==> src/rtl/core_alloc_rr.sv <==
// Round-robin core allocator with a valid/ready grant handshake, per-core done release and a run/drain/halt FSM.
// Optional busy_count/grant_count statistics outputs are built when CORE_ALLOC_STATS_EN is defined.
module core_alloc_rr #(
    parameter int NUM_CORES = 16,
    parameter int ID_W      = $clog2(NUM_CORES)
) (
    input  logic                 clk,
    input  logic                 reset,
    input  logic [NUM_CORES-1:0] core_enable,
    input  logic [NUM_CORES-1:0] core_done,
    input  logic                 flush,
    input  logic                 halt_req,
    input  logic                 req_valid,
    output logic                 req_ready,
    output logic                 grant_valid,
    output logic [ID_W-1:0]      grant_id,
    output logic [NUM_CORES-1:0] busy_mask,
    output logic                 halted,
    output logic                 err_done_free
`ifdef CORE_ALLOC_STATS_EN
    ,
    output logic [ID_W:0]        busy_count,
    output logic [31:0]          grant_count
`endif
);

    typedef enum logic [1:0] {RUN, DRAIN, HALTED} state_t;

    state_t               state;
    logic [ID_W-1:0]      ptr;
    logic [ID_W-1:0]      winner;
    logic [ID_W:0]        idx;
    logic [NUM_CORES-1:0] cand;
    logic [NUM_CORES-1:0] busy_next;
    logic                 found;
    logic                 grant;

    // Scan NUM_CORES positions starting just after the last grant; the extra bit lets the sum exceed NUM_CORES before wrapping.
    always_comb begin
        cand   = ~busy_mask & core_enable;
        found  = 1'b0;
        winner = '0;
        idx    = '0;
        for (int k = 1; k <= NUM_CORES; k++) begin
            idx = {1'b0, ptr} + (ID_W+1)'(k);
            if (idx >= (ID_W+1)'(NUM_CORES))
                idx = idx - (ID_W+1)'(NUM_CORES);
            if (!found && cand[idx[ID_W-1:0]]) begin
                found  = 1'b1;
                winner = idx[ID_W-1:0];
            end
        end
    end

    assign req_ready = (state == RUN) && (cand != '0);
    assign grant     = req_valid && req_ready;

    // Release first, then the grant sets its bit, and flush overrides everything.
    always_comb begin
        busy_next = busy_mask & ~core_done;
        if (grant)
            busy_next[winner] = 1'b1;
        if (flush)
            busy_next = '0;
    end

    always_ff @(posedge clk) begin
        if (reset) begin
            busy_mask     <= '0;
            ptr           <= ID_W'(NUM_CORES - 1);
            state         <= RUN;
            grant_valid   <= 1'b0;
            grant_id      <= '0;
            halted        <= 1'b0;
            err_done_free <= 1'b0;
        end else begin
            busy_mask   <= busy_next;
            grant_valid <= grant;
            if (grant) begin
                grant_id <= winner;
                ptr      <= winner;
            end
            if ((core_done & ~busy_mask) != '0)
                err_done_free <= 1'b1;
            case (state)
                RUN: begin
                    if (halt_req)
                        state <= DRAIN;
                end
                DRAIN: begin
                    if (!halt_req) begin
                        state <= RUN;
                    end else if (busy_mask == '0) begin
                        state  <= HALTED;
                        halted <= 1'b1;
                    end
                end
                HALTED: begin
                    if (!halt_req) begin
                        state  <= RUN;
                        halted <= 1'b0;
                    end
                end
                default: begin
                    state  <= RUN;
                    halted <= 1'b0;
                end
            endcase
        end
    end

`ifdef CORE_ALLOC_STATS_EN
    logic [ID_W:0] pop_next;

    // Counting the next busy state keeps busy_count aligned with busy_mask in the same cycle.
    always_comb begin
        pop_next = '0;
        for (int i = 0; i < NUM_CORES; i++)
            pop_next = pop_next + (ID_W+1)'(busy_next[i]);
    end

    always_ff @(posedge clk) begin
        if (reset) begin
            busy_count  <= '0;
            grant_count <= '0;
        end else begin
            busy_count <= pop_next;
            if (flush)
                grant_count <= '0;
            else if (grant)
                grant_count <= grant_count + 32'd1;
        end
    end
`endif

endmodule
==> config.mk <==
export PLATFORM = sky130hd
export DESIGN_NAME = core_alloc_rr
export DESIGN_NICKNAME = d
export VERILOG_FILES = /design/src/rtl/core_alloc_rr.sv
export SDC_FILE = /design/constraint.sdc
export NUM_CORES = 1
export LEC_CHECK = 0
export ABC_AREA = 1
export CAP_MARGIN = 10
export CELL_PAD_IN_SITES_DETAIL_PLACEMENT = 0
export CELL_PAD_IN_SITES_GLOBAL_PLACEMENT = 1
export CORE_ASPECT_RATIO = 0.6
export CORE_MARGIN = 1.5
export CORE_UTILIZATION = 40
export DETAILED_ROUTE_END_ITERATION = 12
export GPL_TIMING_DRIVEN = 0
export PLACE_DENSITY_LB_ADDON = 0.3
export SYNTH_ARGS = -nofsm -noshare
export SYNTH_HDL_FRONTEND = slang
export SYNTH_SLANG_ARGS = --single-unit
export TNS_END_PERCENT = 10
==> constraint.sdc <==
create_clock -name clk -period 5.8 [get_ports clk]
set_input_delay 0.87 -clock clk [delete_from_list [all_inputs] [get_ports clk]]
set_output_delay 0.87 -clock clk [all_outputs]
set_load 0.005 [all_outputs]
### Yosys cells after proc, flatten, opt, wreduce, memory -nomap -nowiden

Cells that the tools add are included.
Widths: inputs -> output; s select.

* flip-flop bits (word level): 29
* bits of input ports: 37
* output and inout port bits: 24
* word-level logic and storage cells: 218

* add/sub/neg operators: 32
* magnitude comparators: 34
* equality and inequality tests: 7
* muxes and demuxes: 91
* bitwise logic cells: 7
* reduce and logical (&&, ||, !) cells: 40

Operators by type and width (count)
* $mux 4: 32
* $lt 4x5->1 const B: 17
* $ge 5x5->1 const B: 16
* $bmux 1 s4: 16
* $sub 4x1->4 const B: 16
* $and 16x16->16: 3
* $add 4x4->5 const B: 8
* $mux 1: 35
* $not 16->16: 2
* $reduce_bool 16->1: 2
* $add 4x3->5 const B: 4
* $logic_and 1x1->1: 18
* $logic_not 16->1: 1
* $mux 16: 1
* $or 16x16->16: 1
* $logic_not 1->1: 15
* $add 4x2->5 const B: 2
* $mux 2: 4
* $ne 2x2->1 const B: 4
* $pmux 2 s3: 1
* $add 4x1->5 const B: 1
* $add 4x5->5 const B: 1
* $demux 1 s4: 1
* $ge 4x1->1 const B: 1
* other kinds (9): 9

### Depth between registers and ports, before layout

Gate-level depths: netlist of the first run.

* word-level depth: 57
* depth in mapped cells: 27
* depth with buffers taken out: 25

### Worst setup path after synthesis of the first run

OpenSTA, ideal clock, no wires.

* path kind: register -> register
* start point: register ptr[1]
* end point: register busy_mask[1]
* library setup time: 0.066 ns
* data arrival time: 3.218 ns
* data required time: 5.734 ns
* slack: 2.515 ns
* cell stages (with the launch flop): 26
* buffers on the path: 2
* period minus slack after synthesis: 3.285 ns
* cell sequence: dfxtp_1 -> inv_1 -> buf_2 -> ha_1 -> inv_1 -> buf_2 -> nand3_1 -> nand3_1 -> nand3_2 -> nand2_4 -> nand3_4 -> nor2_4 -> nand4_2 -> nor2_4 -> nand4_2 -> nor2_4 -> nand3_2 -> nand2_1 -> inv_1 -> nand2_1 -> nand2_2 -> nand2_4 -> nand2_4 -> nor2_4 -> nand2_1 -> a21oi_2

* cells in the longest elaborated chain, start to end: 57
* elaborated cells on any way between the ends: 164
* those cells by class: add/sub (32); order compare (18); mux (82); bitwise (1); reduce/logical (31)

RTL lines
* start: declaration: RTL line 30 `logic [ID_W-1:0] ptr;`
* start signal: assignment: RTL line 70 `ptr <= ID_W'(NUM_CORES - 1);`
* start signal: assignment: RTL line 81 `ptr <= winner;`
* $add 4x1->5: RTL line 45 `idx = {1'b0, ptr} + (ID_W+1)'(k);`
* $sub 4x1->4 or $ge 5x5->1 (tied branches): RTL line 47, 46
* $mux 4: RTL line 46 `if (idx >= (ID_W+1)'(NUM_CORES))`
* $bmux 1 s4: RTL line 48 `if (!found && cand[idx[ID_W-1:0]]) begin`
* $mux 1 (implied by the code): RTL line 48
* $mux 1: RTL line 48
* $logic_not 1->1: RTL line 48
* $logic_and 1x1->1: RTL line 48
* [41 not listed]
* $logic_and 1x1->1: RTL line 48
* $mux 4 (*): RTL line 48
* $lt 4x5->1 (implied by the code) or $ge 4x1->1 (tied branches): RTL line 62 `busy_next[winner] = 1'b1;`
* $logic_and 1x1->1 (implied by the code): RTL line 62
* $mux 1 (implied by the code): RTL line 62
* $demux 1 s4 (*): RTL line 62
* $or 16x16->16 (no source line) (*)
* $mux 16 (*): RTL line 61 `if (grant)`
* end signal: assignment: RTL line 77 `busy_mask <= busy_next;`
* end: declaration: RTL line 17 `output logic [NUM_CORES-1:0] busy_mask,`

Every way passes the cells marked *; elsewhere a longest branch is shown, timed or not. The select of a mux whose other input is x is not followed.
A chain may end at the register's enable or synchronous reset.

### Worst setup path in the final report of the first run

* start point: register ptr[1]
* end point: register busy_mask[3]

Same word-level chain as after synthesis.

==> results of run 1 <==
## cell usage after synthesis, drive strengths merged, types with 2 or more instances
| library cell | instances |
|---|---|
| nor4 | 3 |
| or2 | 13 |
| dfxtp | 29 |
| nor3 | 5 |
| nand3 | 148 |
| nand4 | 20 |
| o211ai | 7 |
| ha | 7 |
| buf | 13 |
| inv | 86 |
| xor2 | 5 |
| nor2 | 68 |
| o21a | 3 |
| nand2 | 133 |
| nand3b | 2 |
| a21oi | 24 |
| o21ai | 10 |
## metal layers
metal,wire length [µm],vias to the layer above,share of wire [%]
met5,0,-,0
met4,91,0,0.70
met3,1520,13,12
met2,4840,212,37
met1,6540,1968,50
li1,-,2079,-
## worst register-to-register path, stage by stage, from the launching register on
cell and delay, ns:
dfxtp_1 0.47, inv_1 0.18, buf_2 0.28, ha_1 0.39
inv_1 0.09, buf_2 0.26, nand3_1 0.17, nand3_1 0.16
nand2_1 0.09, nand2_1 0.08, nand2_1 0.13, nand2_1 0.09
nand2_1 0.05, nor2_1 0.13, nand2_1 0.08, nor2_1 0.11
nand3_1 0.10, nor2_1 0.11, nand3_1 0.11, nor2_1 0.11
nand3_1 0.07, nor2_1 0.13, nand3_2 0.17, nor2_1 0.35
nand3_1 0.16, a21oi_1 0.17
## sequential cells by signal, summed over array words and instances, names as in the netlist
signal / count
grant_valid: 1
busy_mask: 16
ptr: 4
state: 2
halted: 1
err_done_free: 1
grant_id: 4
## metrics by stage
stage / setup WS (ns) / area [µm²] / utilization [%]
floorplan: 2.52 / 3480 / -
global placement: 1.69 / 4220 / 49.9
detailed placement: 1.64 / 4220 / 49.9
CTS: 1.60 / 4390 / 51.9
global route: 1.13 / 4390 / 51.9
finish: 1.48 / 4390 / 51.9
## path summary, 6_finish.rpt
path | from | to | slack, ns
worst max-delay path | ptr[1]$_SDFFE_PP1P_ | busy_mask[3]$_SDFF_PP0_ | 1.48
worst min-delay path | grant_id[2]$_SDFFE_PP0P_ | grant_id[2]$_SDFFE_PP0P_ | 0.46
worst max register to register | ptr[1]$_SDFFE_PP1P_ | busy_mask[3]$_SDFF_PP0_ | 1.48
worst min register to register | grant_id[2]$_SDFFE_PP0P_ | grant_id[2]$_SDFFE_PP0P_ | 0.46
## cells in the final DEF (no fill, tap or decap), types with 2 or more instances in the layout
cell / instances
nand4_1: 16
o21a_1: 3
o21ai_2: 3
nand3b_1: 2
nand3_1: 130
inv_1: 75
clkdlybuf4s50_1: 60
inv_2: 11
o211ai_1: 7
nor3_1: 5
nand2_1: 127
a21oi_2: 3
clkbuf_16: 5
nor2_1: 53
clkbuf_1: 2
or2_2: 13
o21ai_0: 6
nand3_2: 17
xor2_1: 3
dfxtp_1: 29
nand2_2: 3
a21oi_1: 21
buf_6: 3
nor4_1: 3
nand2_4: 3
ha_1: 7
nor2_2: 7
nor2_4: 8
nand4_2: 4
buf_2: 8
## final cells by class
| type | instances | share of cell area [%] |
|---|---|---|
| Buffer | 14 | 2.02 |
| Inverter | 86 | 7.35 |
| Timing Repair Buffer | 60 | 13.7 |
| Clock buffer | 7 | 3.25 |
| Sequential cell | 29 | 13.2 |
| Tap cell | 112 | 3.19 |
| Clock inverter | 1 | 0.684 |
| Multi-Input combinational cell | 455 | 56.6 |
## cells by family (layout without fill, tap and decap cells)
group | after synthesis | in the layout | synth area share [%]
xor+xnor | 6 | 6 | 2.48
simple gates | 393 | 393 | 57.4
buf+inv | 100 | 168 | 11.8
flops | 29 | 29 | 16.7
compound gates | 49 | 49 | 9.06
fa+ha+maj | 7 | 7 | 2.52
==> out/qor.yml, run 1 <==
grt_util_met2_pct: 39.8
fin_nets: 695
grt_pass1_vias: 3766
rows: 26
hold_ws_ns: 0.465
dieHeight_um: 75.2
gr-usage-all-layers_pct: 29.1
grt_max_degree: 14
seqCellArea_um2: 581
drc: 0
critical-path-top-delay-family: "simple AND/OR/NAND/NOR gates"
post_cts_resized: 0
synth_top_area_share_pct: 18.7
via_per_inst: 5.59
reg2reg_depth: 25
diodes: 0
async_flop_share_pct: 0
crit_fanout: 13
fmax_mhz: 231
ys_seq_elements: 29
slowest_stage: "dfxtp_1"
dp_cells: 756
start_kind: "flop"
synth_edf_count: 0
synth_area_leaders: "nand3_1 (19%), dfxtp_1 (17%), nand2_1 (14%), inv_1 (8.1%), nor2_1 (5.7%)"
busiest_layer: "met1"
syn_nets: 628
clk_transition_reported_paths_ns: 0.05
portBuffers: 60
yosysSeqAreaShare_pct: 16.7
rsz0062_at_grt: "no"
hold_depth: 2
yosys_warnings: 0
pin_count: 61
routedWlPerCell_um: 17.0
final.fill_count: 895
ant_nets: 0
root_buffer: "clkbuf_16"
dp_hpwl_um: 10700
cts_made_buffers: 5
drt_pass1_iterations: 7
crit_cells: 25
max-cap-violations: 0
cts_tree: "done"
grt_pass1_wl_um: 20000
synth_cells: 584
avgSynthCellArea_um2: 5.96
endpoint_kind: "flop"
gr-total-overflow: 0
antenna_found_initial: 0
gr-usage-met3_pct: 7.50
slew-limit-headroom_pct: 44.2
final-hold-violation-count: 0
clk_path_buf_depth: 2
cts-hold-fix-buffers: 0
slowest_delay_ns: 0.47
core_area_um2: 8460
setup_violations: 0
run_status: "finished, final reports clean"
cp_data_required_time_ns: 6.00
tightest_slew_ns: 0.830
met1_usage_pct: 45.9
synth_area_leader_cell: "nand3_1"
start_util_pct: 41.1
chipWidth_um: 123
area_growth_pct: 26.3
vias: 4272
drive_above_1_share_pct: 14.6
syn_area_um2: 3480
period_needed_ns: 4.32
finClkSkew_ns: 0.00645
crit_arrival_ns: 4.52
worstSetupPathType: "reg2reg"
ys.flop_type: "dfxtp_1"
insertion_delay_ns: 0.28
finalCritPeriodShare_pct: 74.5
slew_violations: 0
place.gp.congestion: 0.968
instances_no_fill: 764
ys_types: 41
cts_setup_buffers: 0
clock_sinks: 29
fin_tns_setup_ns: 0
cts_max_level: 2
cp.buffers_inverters: 4
multi_input_area_um2: 2490
drt_iter0_markers: 525
dieArea_um2: 9280
holdCritPathClass: "reg2reg"
routed_wirelength_um: 13000
Power of run 1 is not shown: default switching activity piles up to over one toggle a cycle in this logic, so the estimate is an artifact.
==> run 2: changes to the inputs <==
--- a/config.mk
+++ b/config.mk
@@ -11,7 +11,7 @@
 export CELL_PAD_IN_SITES_GLOBAL_PLACEMENT = 1
 export CORE_ASPECT_RATIO = 0.6
 export CORE_MARGIN = 1.5
-export CORE_UTILIZATION = 40
+export CORE_UTILIZATION = 37
 export DETAILED_ROUTE_END_ITERATION = 12
 export GPL_TIMING_DRIVEN = 0
 export PLACE_DENSITY_LB_ADDON = 0.3
==> constraint.sdc (replaced) <==
create_clock -name clk -period 4.02 [get_ports clk]
set_input_delay 0.603 -clock clk [delete_from_list [all_inputs] [get_ports clk]]
set_output_delay 0.603 -clock clk [all_outputs]
set_load 0.005 [all_outputs]
==> out/qor.yml, run 2 (synthesized netlist as in run 1, its figures left out) <==
area_growth_pct: 28.4
slowest_delay_ns: 0.45  # -0.02 ns
run_status: "finished, final reports clean"
place.gp.congestion: 0.957  # -1.1%
antenna_found_initial: 0  # unchanged
worstSetupPathType: "reg2reg"
setup_slack_ns: 0.251  # -1.23 ns
clock_sinks: 29  # unchanged
drive_above_1_share_pct: 16.2  # +1.6 points
core_area_um2: 9160  # +8.2%
crit_chain: "inv_2 -> buf_6 -> ha_2 -> inv_1 -> buf_4 -> nand3_1 -> nand3_1 -> nand3_2 -> nand2_4 -> nand3_4 -> nor2_4 -> nand4_2 -> nor2_4 -> nand4_2 -> nor2_4 -> nand3_2 -> nor2_2 -> nand3_1 -> nand3_2 -> inv_2 -> nor2_2 -> nand2_1 -> a21oi_1"
mostFrequentLayoutCell: "nand3_1"
final-hold-violation-count: 0  # unchanged
drt_pass1_iterations: 5  # -2
slew_violations: 0  # unchanged
cts_tree: "done"
grt_max_degree: 14  # unchanged
grt_pass1_wl_um: 19900  # -0.42%
max-cap-violations: 0  # unchanged
routed_wirelength_um: 12900  # -0.91%
via_per_inst: 5.27  # -5.7%
grt_pass1_vias: 3796  # +0.80%
chipWidth_um: 128  # +3.9%
fmax_mhz: 265  # +15%
drc: 0  # unchanged
routedWlPerCell_um: 16.4  # -3.6%
mostFrequentLayoutCells: "nand3_1 (130), nand2_1 (127), inv_1 (74)"
hold_ws_ns: 0.469  # +0.00432 ns
diodes: 0  # unchanged
clk_path_buf_depth: 2  # unchanged
rows: 27  # +3.8%
finClkSkew_ns: 0.00611  # -0.000345 ns
rsz0062_at_grt: "no"
pin_count: 61  # unchanged
setup_violations: 0  # unchanged
start_kind: "flop"
drt_iter0_markers: 391  # -26%
gr-usage-all-layers_pct: 25.9  # -3.2 points
tightest_slew_ns: 0.675  # -0.155 ns
root_buffer: "clkbuf_16"
holdCritPathClass: "reg2reg"
dp_cells: 774  # +2.4%
instances_no_fill: 785  # +2.7%
dp_hpwl_um: 10600  # -1.3%
regMostFlops: "busy_mask"
place_ws_ns: -0.0508  # -1.69 ns
portBuffers: 60  # unchanged
largest_reg_flops: 16  # unchanged
cts_max_level: 2  # unchanged
vias: 4138  # -3.1%
finalCritPeriodShare_pct: 93.8  # +19 points
insertion_delay_ns: 0.28  # about the same
slowest_stage: "dfxtp_2"
cp.buffers_inverters: 5  # +1
ant_nets: 0  # unchanged
dieArea_um2: 10000  # +7.8%
dieHeight_um: 78.1  # +3.8%
slew-limit-headroom_pct: 54.6  # +10 points
crit_fanout: 10  # -3
cts_made_buffers: 5  # unchanged
fin_nets: 698  # +0.43%
final.fill_count: 944  # +5.5%
critical-path-top-delay-family: "simple AND/OR/NAND/NOR gates"
period_needed_ns: 3.77  # -0.553 ns
gr-total-overflow: 0  # unchanged
endpoint_kind: "flop"
start_util_pct: 38.0  # -3.1 points
crit_arrival_ns: 3.98  # -0.54 ns
clk_transition_reported_paths_ns: 0.05  # about the same
largestRegisters: "busy_mask x16, grant_id x4, ptr x4"
cp_data_required_time_ns: 4.23  # -1.77 ns
run 2: cell types whose count changed in the layout (fill, tap and decap cells not counted), sizes merged:
cell    change
bufinv      -1
buf         +2
clkinv      +1
clkbuf      +1
run 2: worst paths after layout:
| kind | cells past startpoint | end | startpoint | slack, ns |
|---|---|---|---|---|
| worst max-delay path | 23 | busy_mask[8]$_SDFF_PP0_ | ptr[0]$_SDFFE_PP1P_ | 0.25 |
| worst min-delay path | 2 | grant_id[0]$_SDFFE_PP0P_ | grant_id[0]$_SDFFE_PP0P_ | 0.47 |
| worst min register to register | 2 | grant_id[0]$_SDFFE_PP0P_ | grant_id[0]$_SDFFE_PP0P_ | 0.47 |
| worst max register to register | 23 | busy_mask[8]$_SDFF_PP0_ | ptr[0]$_SDFFE_PP1P_ | 0.25 |
run 2: timing repair:
action	in CTS	in global routing
setup buffers	0	3
endpoints found under the setup margin	13	23
pin swaps	0	3
hold buffers	0	0
resized for setup	3	15
run 2: metal layers:
layer	vias to the layer above	global-route usage [%]	part of all wire [%]	routed length, µm
li1	2080	-	-	-
met1	1872	39.5	51	6620
met2	171	34.0	37	4720
met3	15	9.88	11	1440
met4	0	3.60	0.74	95
met5	-	0	0	0
run 2: layout make-up:
type | instances | area, µm² | area share [%]
Timing Repair Buffer | 63 | 623 | 14.0
Clock buffer | 7 | 153 | 3.42
Multi-Input combinational cell | 455 | 2510 | 56.1
Buffer | 14 | 110 | 2.47
Clock inverter | 1 | 5.00 | 0.112
Inverter | 86 | 323 | 7.23
Sequential cell | 29 | 583 | 13.1
Tap cell | 130 | 163 | 3.64
run 2: through the flow:
stage / TNS [ns] / util [%] / cell area, µm²
4_1_cts: 0 / 48.1 / 4410
3_5_place_dp: -0.352 / 46.3 / 4240
2_1_floorplan: 0 / - / 3480
3_3_place_gp: -0.590 / 46.3 / 4240
5_1_grt: 0 / 48.8 / 4470
6_report: 0 / 48.8 / 4470
run 2: worst reg2reg max path: stages (launching register included):
cell     delay [ns]
dfxtp_2        0.45
inv_2          0.10
buf_6          0.16
ha_2           0.33
inv_1          0.09
buf_4          0.19
nand3_1        0.12
nand3_1        0.16
nand3_2        0.11
nand2_4        0.12
nand3_4        0.10
nor2_4         0.13
nand4_2        0.11
nor2_4         0.18
nand4_2        0.14
nor2_4         0.17
nand3_2        0.08
nor2_2         0.17
nand3_1        0.11
nand3_2        0.13
inv_2          0.06
nor2_2         0.22
nand2_1        0.12
a21oi_1        0.14
Power of run 2 is left out for the same reason.
